$ cat config.mk
export PLATFORM = sky130hd
export DESIGN_NAME = spike_count_classifier_flat
export DESIGN_NICKNAME = d
export VERILOG_FILES = /design/src/rtl/spike_count_classifier_if.sv /design/src/rtl/spike_count_classifier.sv /design/src/flat_wrapper.sv
export SDC_FILE = /design/constraint.sdc
export NUM_CORES = 1
export LEC_CHECK = 0
export BUFFER_PORTS_ARGS = -buffer_cell sky130_fd_sc_hd__buf_2
export CORE_UTILIZATION = 40
export CTS_CLUSTER_DIAMETER = 100
export CTS_CLUSTER_SIZE = 24
export DETAILED_ROUTE_END_ITERATION = 12
export GPL_ROUTABILITY_DRIVEN = 0
export PLACE_DENSITY = 0.61
export SETUP_SLACK_MARGIN = 0.1
export SLEW_MARGIN = 10
export SYNTH_ARGS = -nofsm -noshare
export SYNTH_HDL_FRONTEND = slang
export SYNTH_SLANG_ARGS = --single-unit
$ cat constraint.sdc
create_clock -name CLK -period 6.55 [get_ports CLK]
set_clock_uncertainty 0.05 [all_clocks]
set_input_delay 0.3275 -clock CLK [delete_from_list [all_inputs] [get_ports CLK]]
set_output_delay 0.3275 -clock CLK [all_outputs]
set_load 0.05 [all_outputs]
$ cat src/rtl/spike_count_classifier_if.sv
// rtl/spike_count_classifier_if.sv - spike counter/classifier signal bundle
// master drives spikes, window control and readout address; slave is the classifier.
interface spike_count_classifier_if #(
   parameter int N_NEURON = 10,
   parameter int CNT_W    = 8,
   parameter int IDX_W    = $clog2(N_NEURON)
);
   logic [N_NEURON-1:0] spike_in;
   logic                window_clr;
   logic                window_end;
   logic                busy;
   logic                result_valid;
   logic [IDX_W-1:0]    result_idx;
   logic [CNT_W-1:0]    result_max;
   logic                result_tie;
   logic                result_none;
   logic [CNT_W-1:0]    result_margin;
   logic [IDX_W-1:0]    rd_addr;
   logic [CNT_W-1:0]    rd_data;

   modport master (
      output spike_in, window_clr, window_end, rd_addr,
      input  busy, result_valid, result_idx, result_max, result_tie,
             result_none, result_margin, rd_data
   );

   modport slave (
      input  spike_in, window_clr, window_end, rd_addr,
      output busy, result_valid, result_idx, result_max, result_tie,
             result_none, result_margin, rd_data
   );
endinterface

$ cat src/rtl/spike_count_classifier.sv
// rtl/spike_count_classifier.sv - per-neuron spike counters with sequential winner-take-all scan
// Optional runner-up/margin tracking is built when SPIKE_CNT_MARGIN_EN is defined.
module spike_count_classifier #(
   parameter int N_NEURON = 10,
   parameter int CNT_W    = 8,
   parameter int IDX_W    = $clog2(N_NEURON)
) (
   input  logic CLK,
   input  logic RST_sync,
   spike_count_classifier_if.slave bus
);
   typedef enum logic [1:0] {S_IDLE, S_SCAN, S_DONE} state_t;

   localparam logic [CNT_W-1:0] CNT_MAX = '1;

   state_t           state_q, state_d;
   logic [CNT_W-1:0] cnt_q [N_NEURON];
   logic [CNT_W-1:0] cnt_d [N_NEURON];
   logic             we_prev_q, we_prev_d;
   logic [IDX_W-1:0] ptr_q, ptr_d;
   logic [CNT_W-1:0] best_q, best_d;
   logic [IDX_W-1:0] best_idx_q, best_idx_d;
   logic             tie_q, tie_d;
   logic             res_valid_q, res_valid_d;
   logic [IDX_W-1:0] res_idx_q, res_idx_d;
   logic [CNT_W-1:0] res_max_q, res_max_d;
   logic             res_tie_q, res_tie_d;
   logic             res_none_q, res_none_d;
   logic [CNT_W-1:0] rd_data_q, rd_data_d;
   logic [CNT_W-1:0] cur;
   logic             busy;
   logic             we_rise;
`ifdef SPIKE_CNT_MARGIN_EN
   logic [CNT_W-1:0] runner_q, runner_d;
   logic [CNT_W-1:0] res_margin_q, res_margin_d;
`endif

   assign busy      = (state_q != S_IDLE);
   assign we_rise   = bus.window_end & ~we_prev_q;
   assign we_prev_d = bus.window_end;

   always_comb begin
      for (int i = 0; i < N_NEURON; i++) begin
         cnt_d[i] = cnt_q[i];
         if (bus.window_clr)
            cnt_d[i] = '0;
         else if (bus.spike_in[i] && !bus.window_end && !busy && cnt_q[i] != CNT_MAX)
            cnt_d[i] = cnt_q[i] + CNT_W'(1);
      end
   end

   // Mux-by-compare keeps out-of-range addresses reading as zero without indexing past the array.
   always_comb begin
      cur       = '0;
      rd_data_d = '0;
      for (int i = 0; i < N_NEURON; i++) begin
         if (ptr_q == IDX_W'(i))       cur       = cnt_q[i];
         if (bus.rd_addr == IDX_W'(i)) rd_data_d = cnt_q[i];
      end
   end

   always_comb begin
      state_d     = state_q;
      ptr_d       = ptr_q;
      best_d      = best_q;
      best_idx_d  = best_idx_q;
      tie_d       = tie_q;
      res_valid_d = 1'b0;
      res_idx_d   = res_idx_q;
      res_max_d   = res_max_q;
      res_tie_d   = res_tie_q;
      res_none_d  = res_none_q;
`ifdef SPIKE_CNT_MARGIN_EN
      runner_d     = runner_q;
      res_margin_d = res_margin_q;
`endif
      case (state_q)
         S_IDLE: begin
            if (we_rise) begin
               state_d    = S_SCAN;
               ptr_d      = '0;
               best_d     = '0;
               best_idx_d = '0;
               tie_d      = 1'b0;
`ifdef SPIKE_CNT_MARGIN_EN
               runner_d   = '0;
`endif
            end
         end
         S_SCAN: begin
            // Strict greater-than keeps the lowest index as winner on ties.
            if (cur > best_q) begin
               best_d     = cur;
               best_idx_d = ptr_q;
               tie_d      = 1'b0;
            end else if (cur == best_q && best_q != '0) begin
               tie_d      = 1'b1;
            end
`ifdef SPIKE_CNT_MARGIN_EN
            if (cur > best_q)
               runner_d = best_q;
            else if (cur > runner_q)
               runner_d = cur;
`endif
            if (ptr_q == IDX_W'(N_NEURON-1))
               state_d = S_DONE;
            else
               ptr_d = ptr_q + IDX_W'(1);
         end
         S_DONE: begin
            res_valid_d = 1'b1;
            res_idx_d   = best_idx_q;
            res_max_d   = best_q;
            res_tie_d   = tie_q;
            res_none_d  = (best_q == '0);
`ifdef SPIKE_CNT_MARGIN_EN
            res_margin_d = best_q - runner_q;
`endif
            state_d     = S_IDLE;
         end
         default: state_d = S_IDLE;
      endcase
      // Clearing the window abandons any scan and leaves the last result untouched.
      if (bus.window_clr) begin
         state_d     = S_IDLE;
         res_valid_d = 1'b0;
         res_idx_d   = res_idx_q;
         res_max_d   = res_max_q;
         res_tie_d   = res_tie_q;
         res_none_d  = res_none_q;
`ifdef SPIKE_CNT_MARGIN_EN
         res_margin_d = res_margin_q;
`endif
      end
   end

   always_ff @(posedge CLK) begin
      if (RST_sync) begin
         state_q     <= S_IDLE;
         for (int i = 0; i < N_NEURON; i++) cnt_q[i] <= '0;
         we_prev_q   <= 1'b0;
         ptr_q       <= '0;
         best_q      <= '0;
         best_idx_q  <= '0;
         tie_q       <= 1'b0;
         res_valid_q <= 1'b0;
         res_idx_q   <= '0;
         res_max_q   <= '0;
         res_tie_q   <= 1'b0;
         res_none_q  <= 1'b1;
         rd_data_q   <= '0;
`ifdef SPIKE_CNT_MARGIN_EN
         runner_q     <= '0;
         res_margin_q <= '0;
`endif
      end else begin
         state_q     <= state_d;
         for (int i = 0; i < N_NEURON; i++) cnt_q[i] <= cnt_d[i];
         we_prev_q   <= we_prev_d;
         ptr_q       <= ptr_d;
         best_q      <= best_d;
         best_idx_q  <= best_idx_d;
         tie_q       <= tie_d;
         res_valid_q <= res_valid_d;
         res_idx_q   <= res_idx_d;
         res_max_q   <= res_max_d;
         res_tie_q   <= res_tie_d;
         res_none_q  <= res_none_d;
         rd_data_q   <= rd_data_d;
`ifdef SPIKE_CNT_MARGIN_EN
         runner_q     <= runner_d;
         res_margin_q <= res_margin_d;
`endif
      end
   end

   assign bus.busy         = busy;
   assign bus.result_valid = res_valid_q;
   assign bus.result_idx   = res_idx_q;
   assign bus.result_max   = res_max_q;
   assign bus.result_tie   = res_tie_q;
   assign bus.result_none  = res_none_q;
   assign bus.rd_data      = rd_data_q;
`ifdef SPIKE_CNT_MARGIN_EN
   assign bus.result_margin = res_margin_q;
`else
   assign bus.result_margin = '0;
`endif
endmodule

$ cat src/flat_wrapper.sv
// flat-port wrapper written by rule: the top's interface ports become plain ports
module spike_count_classifier_flat 
#(
   parameter int N_NEURON = 10,
   parameter int CNT_W    = 8,
   parameter int IDX_W    = $clog2(N_NEURON)
)
  (CLK, RST_sync, bus_spike_in, bus_window_clr, bus_window_end, bus_rd_addr, bus_busy, bus_result_valid, bus_result_idx, bus_result_max, bus_result_tie, bus_result_none, bus_result_margin, bus_rd_data);
  spike_count_classifier_if #(.N_NEURON(N_NEURON), .CNT_W(CNT_W), .IDX_W(IDX_W)) bus_i ();
  input  logic CLK;
  input  logic RST_sync;
  input wire logic [$bits(bus_i.spike_in)-1:0] bus_spike_in;
  input wire logic [$bits(bus_i.window_clr)-1:0] bus_window_clr;
  input wire logic [$bits(bus_i.window_end)-1:0] bus_window_end;
  input wire logic [$bits(bus_i.rd_addr)-1:0] bus_rd_addr;
  output wire logic [$bits(bus_i.busy)-1:0] bus_busy;
  output wire logic [$bits(bus_i.result_valid)-1:0] bus_result_valid;
  output wire logic [$bits(bus_i.result_idx)-1:0] bus_result_idx;
  output wire logic [$bits(bus_i.result_max)-1:0] bus_result_max;
  output wire logic [$bits(bus_i.result_tie)-1:0] bus_result_tie;
  output wire logic [$bits(bus_i.result_none)-1:0] bus_result_none;
  output wire logic [$bits(bus_i.result_margin)-1:0] bus_result_margin;
  output wire logic [$bits(bus_i.rd_data)-1:0] bus_rd_data;
  assign bus_i.spike_in = bus_spike_in;
  assign bus_i.window_clr = bus_window_clr;
  assign bus_i.window_end = bus_window_end;
  assign bus_i.rd_addr = bus_rd_addr;
  assign bus_busy = bus_i.busy;
  assign bus_result_valid = bus_i.result_valid;
  assign bus_result_idx = bus_i.result_idx;
  assign bus_result_max = bus_i.result_max;
  assign bus_result_tie = bus_i.result_tie;
  assign bus_result_none = bus_i.result_none;
  assign bus_result_margin = bus_i.result_margin;
  assign bus_rd_data = bus_i.rd_data;
  spike_count_classifier #(.N_NEURON(N_NEURON), .CNT_W(CNT_W), .IDX_W(IDX_W)) u_core (.CLK(CLK), .RST_sync(RST_sync), .bus(bus_i));
endmodule
-- Word level (Yosys, flattened, before mapping)
Memory sizes are Yosys's and may differ from the RTL's.
Cells that the tools add are included.
- $add $sub $neg: 11
- magnitude comparators: 1
- eq/ne operators: 36
- mux-type cells: 69
- bitwise logic cells: 13
- reductions and logical operators: 46
- operators with widths (kind ; count):
    $mux W8 ; 52
    $add A8 B1 Y8 const B ; 10
    $ne A8 B8 Y1 const B ; 10
    $eq A4 B3 Y1 const B ; 8
    $logic_and A1 B1 Y1 ; 31
    $eq A4 B2 Y1 const B ; 4
    $eq A4 B4 Y1 const B ; 4
    $pmux W4 S2 ; 2
    $pmux W8 S2 ; 1
    $mux W4 ; 3
    $or A1 B1 Y1 ; 10
    $reduce_and A3 Y1 ; 3
    $eq A4 B1 Y1 const B ; 2
    $eq A8 B8 Y1 ; 1
    $gt A8 B8 Y1 ; 1
    $logic_not A4 Y1 ; 2
    $logic_not A8 Y1 ; 1
    $reduce_bool A8 Y1 ; 1
    $mux W1 ; 7
    $ne A2 B1 Y1 const B ; 3
    $add A4 B1 Y4 const B ; 1
    $mux W2 ; 2
    $pmux W2 S2 ; 1
    $reduce_and A2 Y1 ; 2
    11 further kinds ; 14
- register bits: 43
- bits in writable memories: 80
- output and inout bits: 32
- memories: 1
- memory list (name ; depth ; width ; read ports ; clocked after memory_dff ; write ports ; line ; text):
    u_core.cnt_q ; 10 ; 8 ; 10 ; 0 ; 10 ; spike_count_classifier.sv:17 ; logic [CNT_W-1:0] cnt_q [N_NEURON];

-- Longest topological paths before layout
Gate-level depths: netlist of the first run.
- word-level depth: 16
- gate-level depth with buffers: 17
- gate-level depth less buffers: 13

-- Worst setup path before layout of the first run
Ideal clock, no wire load.
- path type: register to register
- start: register u_core.ptr_q[1]
- end: register u_core.best_idx_q[2]
- library setup time: 0.060 ns
- arrival time: 3.156 ns
- data required time: 6.440 ns
- setup slack: 3.284 ns
- stages on the path, launching flop included: 18
- buffers on the path: 4
- clock period less this slack: 3.266 ns
- path through: dfxtp_1 > inv_1 > ha_1 > clkbuf_2 > buf_2 > buf_2 > a211oi_1 > o21ai_0 > a31oi_1 > o221ai_1 > and2_1 > ha_1 > nand2_1 > nor2_1 > o311ai_0 > a2111oi_2 > buf_4 > a22o_1
- longest elaborated chain between the ends: 14
- elaborated cells between the ends (all ways): 23
- classes of those cells: 1 x order compare; 10 x eq/ne; 10 x mux; 2 x reduce/logical
- ends and longest elaborated chain (what ; line ; text):
    start, declared ; spike_count_classifier.sv:20 ; logic [IDX_W-1:0] ptr_q, ptr_d;
    start signal, assigned ; spike_count_classifier.sv:160 ; ptr_q <= ptr_d;
    $logic_not A4 Y1 ; spike_count_classifier.sv:57 ; if (ptr_q == IDX_W'(i)) cur = cnt_q[i];
    $mux W8 (9 in series) ; spike_count_classifier.sv:57 ;
    $mux W8 (*) ; spike_count_classifier.sv:57 ;
    $gt A8 B8 Y1 (*) ; spike_count_classifier.sv:92 ; if (cur > best_q) begin
    $ne A2 B1 Y1 (no line) (*) ; - ;
    $reduce_and A3 Y1 (no line) (*) ; - ;
    end signal, assigned ; spike_count_classifier.sv:162 ; best_idx_q <= best_idx_d;
    end, declared ; spike_count_classifier.sv:22 ; logic [IDX_W-1:0] best_idx_q, best_idx_d;
Mark *: on every way between the ends. The rest lies on a longest branch, timed or not.
A chain may end at the register's enable or synchronous reset.

-- Final worst setup path of the first run
- start: register u_core.ptr_q[0]
- end: register u_core.best_q[7]
- longest elaborated chain between the ends: 14
- elaborated cells between the ends (all ways): 25
- classes of those cells: 1 x order compare; 10 x eq/ne; 12 x mux; 2 x reduce/logical
- ends and longest elaborated chain (what ; line ; text):
    $logic_not A4 Y1 ; spike_count_classifier.sv:57 ;
    $mux W8 (9 in series) ; spike_count_classifier.sv:57 ;
    $mux W8 (*) ; spike_count_classifier.sv:57 ;
    $gt A8 B8 Y1 ; spike_count_classifier.sv:92 ;
    $ne A2 B1 Y1 (no line) ; - ;
    $reduce_and A3 Y1 (no line) ; - ;
    end signal, assigned ; spike_count_classifier.sv:161 ; best_q <= best_d;
    end, declared ; spike_count_classifier.sv:21 ; logic [CNT_W-1:0] best_q, best_d;
Mark *: on every way between the ends. The rest lies on a longest branch, timed or not. The select of a mux whose other input is x is not followed.

==> out/summary.txt, run 1 <==
CP max-delay cell: a2111oi_2
setup TNS: 0 ps
Max stage delay on crit path: 1020 ps
async set or reset register ratio after synthesis: 0
yosys warns: 0
H-tree Lvls: 4
Worst slew margin: 0.186
Unique masters post-synth: 68
grt total ovfl: 0
CP Data Arrival Time: 5070 ps
Resized cells post-CTS: 0
final non-filler cell total: 1,140
post-route cell area: 8000 um2
f_max: 210 MHz
CTS buffer count: 17
critical path class: register to register
Mapped Area: 7260 um2
die area: 18,700 um2
CP endpoint kind: register
CTS tree: done
cts hold-fix bufs: 0
routed wire length: 19.5 mm
Avg Inst Size Synth: 8.06 um2
total chip power: 1.72 mW
Post-Syn Instances: 901
DP HPWL: 13.7 mm
# nets final: 942
Ports: 50
Fin. Hold Viols: 0
Starting DRT DRC Count: 772
Sink Count: 123
CTS Buffer Depth: 2
Slew Limit Fails: 0
Avg WL per Cell: 17.1 um
row count: 48
clock root cell: clkbuf_16
Req. time, crit path: 6860 ps
total track usage: 0.220
R2R setup slack: 1780 ps
HP Class: primary input to register
post-DR vias/cell: 5.72
PD cells: 215 nW/um2
clock latency on the worst-skew pair: 420 ps
actual slew at the worst max-slew pin: 1220 ps
RSZ-0062 raised after global routing: no
Placed Cells: 1,108
DRC: 0
CP most frequent cell: ha_1
share of layout cells above drive strength 1: 0.108
largest net degree at the start of global routing: 83
post-synthesis sequential area ratio: 0.339
Leak Pwr: 2.76 nW
CP max FO: 39
Die Y-Extent: 137 um
Core Area: 17,500 um2
setup bufs post-CTS: 0
Vias: 6,520
Layout area overhead: 10.2%
drt first pass iters: 5
Startpoint Class: register
max cap viols: 0
Initial Utilization: 0.414
vias in the first global route: 5,769
Post-DP Area: 7480 um2
maximum VDD drop: 0.000178 V
Tcrit/Tclk final: 0.728
global-route wire length before repair: 31.4 mm
Final Setup Violations: 0
Most used DFF post-synth: dfxtp_1
Post-synth EDFFs: 0
I/O Buffers: 41
Die Wd: 137 um
initial antenna violation count: 0
min cycle time layout: 4770 ps
synthesized flop and latch total: 123
antenna viol nets, final: 0
Reg clk slew, reported paths: 60 ps
CP cell instances: ha_1, buf_4, nor3b_1, o32a_1, a221oi_2, a2bb2oi_2, ha_1, nand3_1, o221ai_1, o311ai_0, a2111oi_2, a32o_1
filler instances: 1,781
status: complete, no violations
layout by cell type (no fill, tap or decap), drive strengths merged, types with 10 or more instances in the layout:
cell type  instances
nand3             37
o211a             10
xor2              20
ha                22
a21oi             73
nand4             21
buf               45
nor2b             15
mux2i             15
xnor2             41
o221ai            11
dfxtp            123
a211oi            11
o21ai             29
nor2              84
a22o              11
nor3              35
clkbuf            19
o211ai            10
inv               28
or3               11
nand2            102
routing by layer:
metal / up-vias / track usage / part of all wire
li1: 3232 / - / -
met1: 3019 / 0.324 / 0.50
met2: 235 / 0.310 / 0.41
met3: 34 / 0.0441 / 0.064
met4: 0 / 0.0809 / 0.021
met5: - / 0 / 0
layout make-up:
type                            count  area (um2)  area share
Antenna cell                        1        2.50    0.000313
Sequential cell                   123        2460       0.308
Clock buffer                       19         443      0.0553
Tap cell                          225         282      0.0352
Inverter                           28         105      0.0131
Clock inverter                     12        77.6     0.00969
Timing Repair Buffer               45         235      0.0294
Multi-Input combinational cell    687        4400       0.549
flip-flops by register name (all words and copies together), names as in the netlist:
signal                   count
u_core.best_idx_q            4
u_core.best_q                8
u_core.bus.rd_data           8
u_core.bus.result_idx        4
u_core.bus.result_max        8
u_core.bus.result_none       1
u_core.bus.result_tie        1
u_core.bus.result_valid      1
u_core.cnt_q                80
u_core.ptr_q                 4
u_core.state_q               2
u_core.tie_q                 1
u_core.we_prev_q             1
through the flow:
step           worst slack (ps)  hold WS [ps]   util
2_1_floorplan              3280           381      -
3_3_place_gp               1920           392  0.427
3_5_place_dp               1880           394  0.427
4_1_cts                    1840           126  0.456
5_1_grt                    1370           143  0.456
6_report                   1780           158  0.456
final timing paths:
kind | startpoint | depth (start not counted) | endpoint
setup / recovery | u_core.ptr_q[0]$_SDFFE_PP0P_ | 12 | u_core.best_q[7]$_SDFFE_PP0P_
hold / removal | bus_window_end | 2 | u_core.we_prev_q$_SDFF_PP0_
setup reg to reg | u_core.ptr_q[0]$_SDFFE_PP0P_ | 12 | u_core.best_q[7]$_SDFFE_PP0P_
hold reg to reg | u_core.bus.result_max[0]$_SDFFE_PP0P_ | 2 | u_core.bus.result_max[0]$_SDFFE_PP0P_
worst max-delay path, delay by kind of cell (launching register included):
kind                     cells  cell delay, ps
AO/OA/AOI/OAI                7            2530
adder cells (fa/ha/maj)      2            1190
flip-flops                   1             440
buffers and inverters        1             300
AND/OR/NAND/NOR              2             170
logic make-up (layout without fill, tap and decap cells):
group | Yosys count | after routing | synth area share
DFF | 123 | 123 | 0.339
other | 1 | 9 | 0.000516
buffers and inverters | 98 | 104 | 0.0596
and+or+nand+nor | 344 | 344 | 0.226
adders and majority gates | 22 | 22 | 0.0379
AOI/OAI and AO/OA | 235 | 235 | 0.240
xor gates and xnor gates | 61 | 61 | 0.0735
muxes | 17 | 17 | 0.0238
cells in the mapped netlist (all sizes together) (11+ instances only):
cell    instances  area [um2]
nand4          21         131
nor2           84         315
a22o           11        96.3
inv            28         105
o221ai         11        96.3
nor3           35         186
dfxtp         123        2460
ha             22         275
nand2         102         383
xnor2          41         359
nor2b          15        93.8
xor2           20         175
mux2i          15         150
a211oi         11        82.6
buf            37         203
or3            11        68.8
clkbuf         33         125
o21ai          29         145
a21oi          73         365
nand3          37         185
power by group:
part / leakage [nW] / switching, mW / internal, mW
Clock: 0.250 / 0.348 / 0.486
Combinational: 1.52 / 0.0897 / 0.0370
Sequential: 0.992 / 0.00692 / 0.754
No activity file was read; power rests on OpenSTA's default activity.
==> run 2: changes to the inputs <==
- PLACE_DENSITY: 0.61 -> 0.63
- clock period: 6.55 -> 3.8 ns (I/O delays scaled with it)
==> run 2 against run 1 <==
- worst hold slack worse by 51 ps
- setup slack worse by 1400 ps
- wire length is 0.14% higher
- power is 88% higher
- non-clock buffer count is 18 higher
==> out/summary.txt, run 2 (synthesis gave the netlist of run 1 again) <==
Slew Limit Fails: 0
# nets final: 960
Finished Core Util: 0.473
Initial Utilization: 0.414
internal power: 2.47 mW
clock root cell: clkbuf_16
Critical path buffers and inverters: 4
commonest non-fill, non-tap cell in the layout: dfxtp_1
sw power: 0.765 mW
critical path depth: 15
Starting DRT DRC Count: 668
Layout area overhead: 14.2%
DRC: 0
largest net degree at the start of global routing: 53
delay-heaviest family, CP: compound AO/OA/AOI/OAI gates
die area: 18,700 um2
drt first pass iters: 5
clock share of power: 0.523
Leak Pwr: 2.92 nW
H-tree Lvls: 4
f_max: 289 MHz
Req. time, crit path: 4110 ps
post-DR vias/cell: 5.73
routed wire length: 19.5 mm
Die Wd: 137 um
Reg clk slew, reported paths: 60 ps
share of layout cells above drive strength 1: 0.128
Top reg by flops: u_core.cnt_q
Tcrit/Tclk final: 0.912
CP endpoint kind: register
CTS tree: done
CTS Buffer Depth: 2
Avg WL per Cell: 16.9 um
CP Data Arrival Time: 3780 ps
CTS buffer count: 17
status: complete, no violations
Fin. Hold Viols: 0
actual slew at the worst max-slew pin: 901 ps
total track usage: 0.219
switch share: 0.237
HP Class: primary input to register
Max stage delay on crit path: 350 ps
number of diodes: 0
Ports: 50
clock latency on the worst-skew pair: 420 ps
Core Area: 17,500 um2
initial antenna violation count: 0
maximum VDD drop: 0.000273 V
CP most frequent cell: buf_4
grt total ovfl: 0
Die Y-Extent: 137 um
max FFs per register: 80
CP max FO: 15
vias in the first global route: 5,922
I/O Buffers: 41
min cycle time layout: 3470 ps
Comb pwr share: 0.071
DP HPWL: 14.0 mm
CP max-delay cell: a221o_1
Worst slew margin: 0.399
RSZ-0062 raised after global routing: no
setup TNS: 0 ps
Sink Count: 123
PD cells: 389 nW/um2
most frequent cells in the layout: dfxtp_1, nand2_1, nor2_1
Vias: 6,632
global-route wire length before repair: 31.5 mm
Worst Reg-to-Reg Cells: 15
max cap viols: 0
worst hold stages: 4
CP cell instances: inv_1, ha_1, buf_4, nand3b_1, a221o_1, a221oi_2, a2bb2oi_2, ha_1, nand3_1, o221ai_1, o311ai_0, buf_4, a2111oi_4, buf_4, a32o_1
critical path class: register to register
Final Setup Violations: 0
filler instances: 1,715
Placed Cells: 1,124
Startpoint Class: register
Seq pwr share: 0.405
final non-filler cell total: 1,157
antenna viol nets, final: 0
row count: 48
run 2: cell count changes in the layout (fill, tap and decap cells not counted), sizes merged:
cell,delta
inv,+3
diode,-1
clkinv,-3
bufinv,+4
clkinvlp,-2
buf,+17
clkbuf,-2
dlygate4sd3,+1
run 2: path summary, 6_finish.rpt:
kind | from | to | slack [ps]
hold / removal | bus_spike_in[8] | u_core.cnt_q[4][1]$_SDFFE_PP0P_ | 110
setup reg to reg | u_core.ptr_q[1]$_SDFFE_PP0P_ | u_core.best_q[7]$_SDFFE_PP0P_ | 330
hold reg to reg | u_core.bus.result_max[6]$_SDFFE_PP0P_ | u_core.bus.result_max[6]$_SDFFE_PP0P_ | 400
setup / recovery | u_core.ptr_q[1]$_SDFFE_PP0P_ | u_core.best_q[7]$_SDFFE_PP0P_ | 330
run 2: worst reg2reg max path: stages (launching register included):
cell and delay, ps:
dfxtp_1 330, inv_1 70, ha_1 230, buf_4 200
nand3b_1 170, a221o_1 350, a221oi_2 350, a2bb2oi_2 210
ha_1 170, nand3_1 100, o221ai_1 180, o311ai_0 160
buf_4 180, a2111oi_4 300, buf_4 210, a32o_1 160
run 2: area by class of cell:
type / instances / area (um2) / area share
Timing Repair Buffer: 63 / 414 / 0.0499
Sequential cell: 123 / 2460 / 0.297
Clock inverter: 14 / 194 / 0.0234
Tap cell: 225 / 282 / 0.0339
Multi-Input combinational cell: 687 / 4410 / 0.532
Clock buffer: 17 / 425 / 0.0513
Inverter: 28 / 105 / 0.0127
run 2: repair_timing:
item	4_1_cts	5_1_grt
hold endpoints to repair	1	0
setup buffers	0	1
setup endpoints to repair	0	13
resized for setup	0	6
hold buffers	1	0
run 2: metal layers:
| metal | vias to the layer above | GRT usage | part of all wire |
|---|---|---|---|
| li1 | 3274 | - | - |
| met4 | 0 | 0.0920 | 0.022 |
| met1 | 3099 | 0.309 | 0.48 |
| met3 | 27 | 0.0430 | 0.071 |
| met2 | 232 | 0.323 | 0.43 |
| met5 | - | 0 | 0 |
run 2: power groups by stage:
stage	combinational [mW]	sequential [mW]	clock, mW
2_1_floorplan	0.165	1.34	0
3_3_place_gp	0.224	1.34	0
3_5_place_dp	0.225	1.34	0
4_1_cts	0.227	1.31	1.73
5_1_grt	0.250	1.31	1.79
6_report	0.231	1.31	1.69
run 2: through the flow:
step                cell area [um2]  worst slack [ps]  hold WS [ps]  power (mW)
global placement               7640               316           390        1.56
global route                   8300               106           136        3.35
CTS                            8270               197          97.9        3.26
floorplan                      7290               534           268        1.51
finish                         8300               334           106        3.23
detailed placement             7640               227           393        1.56
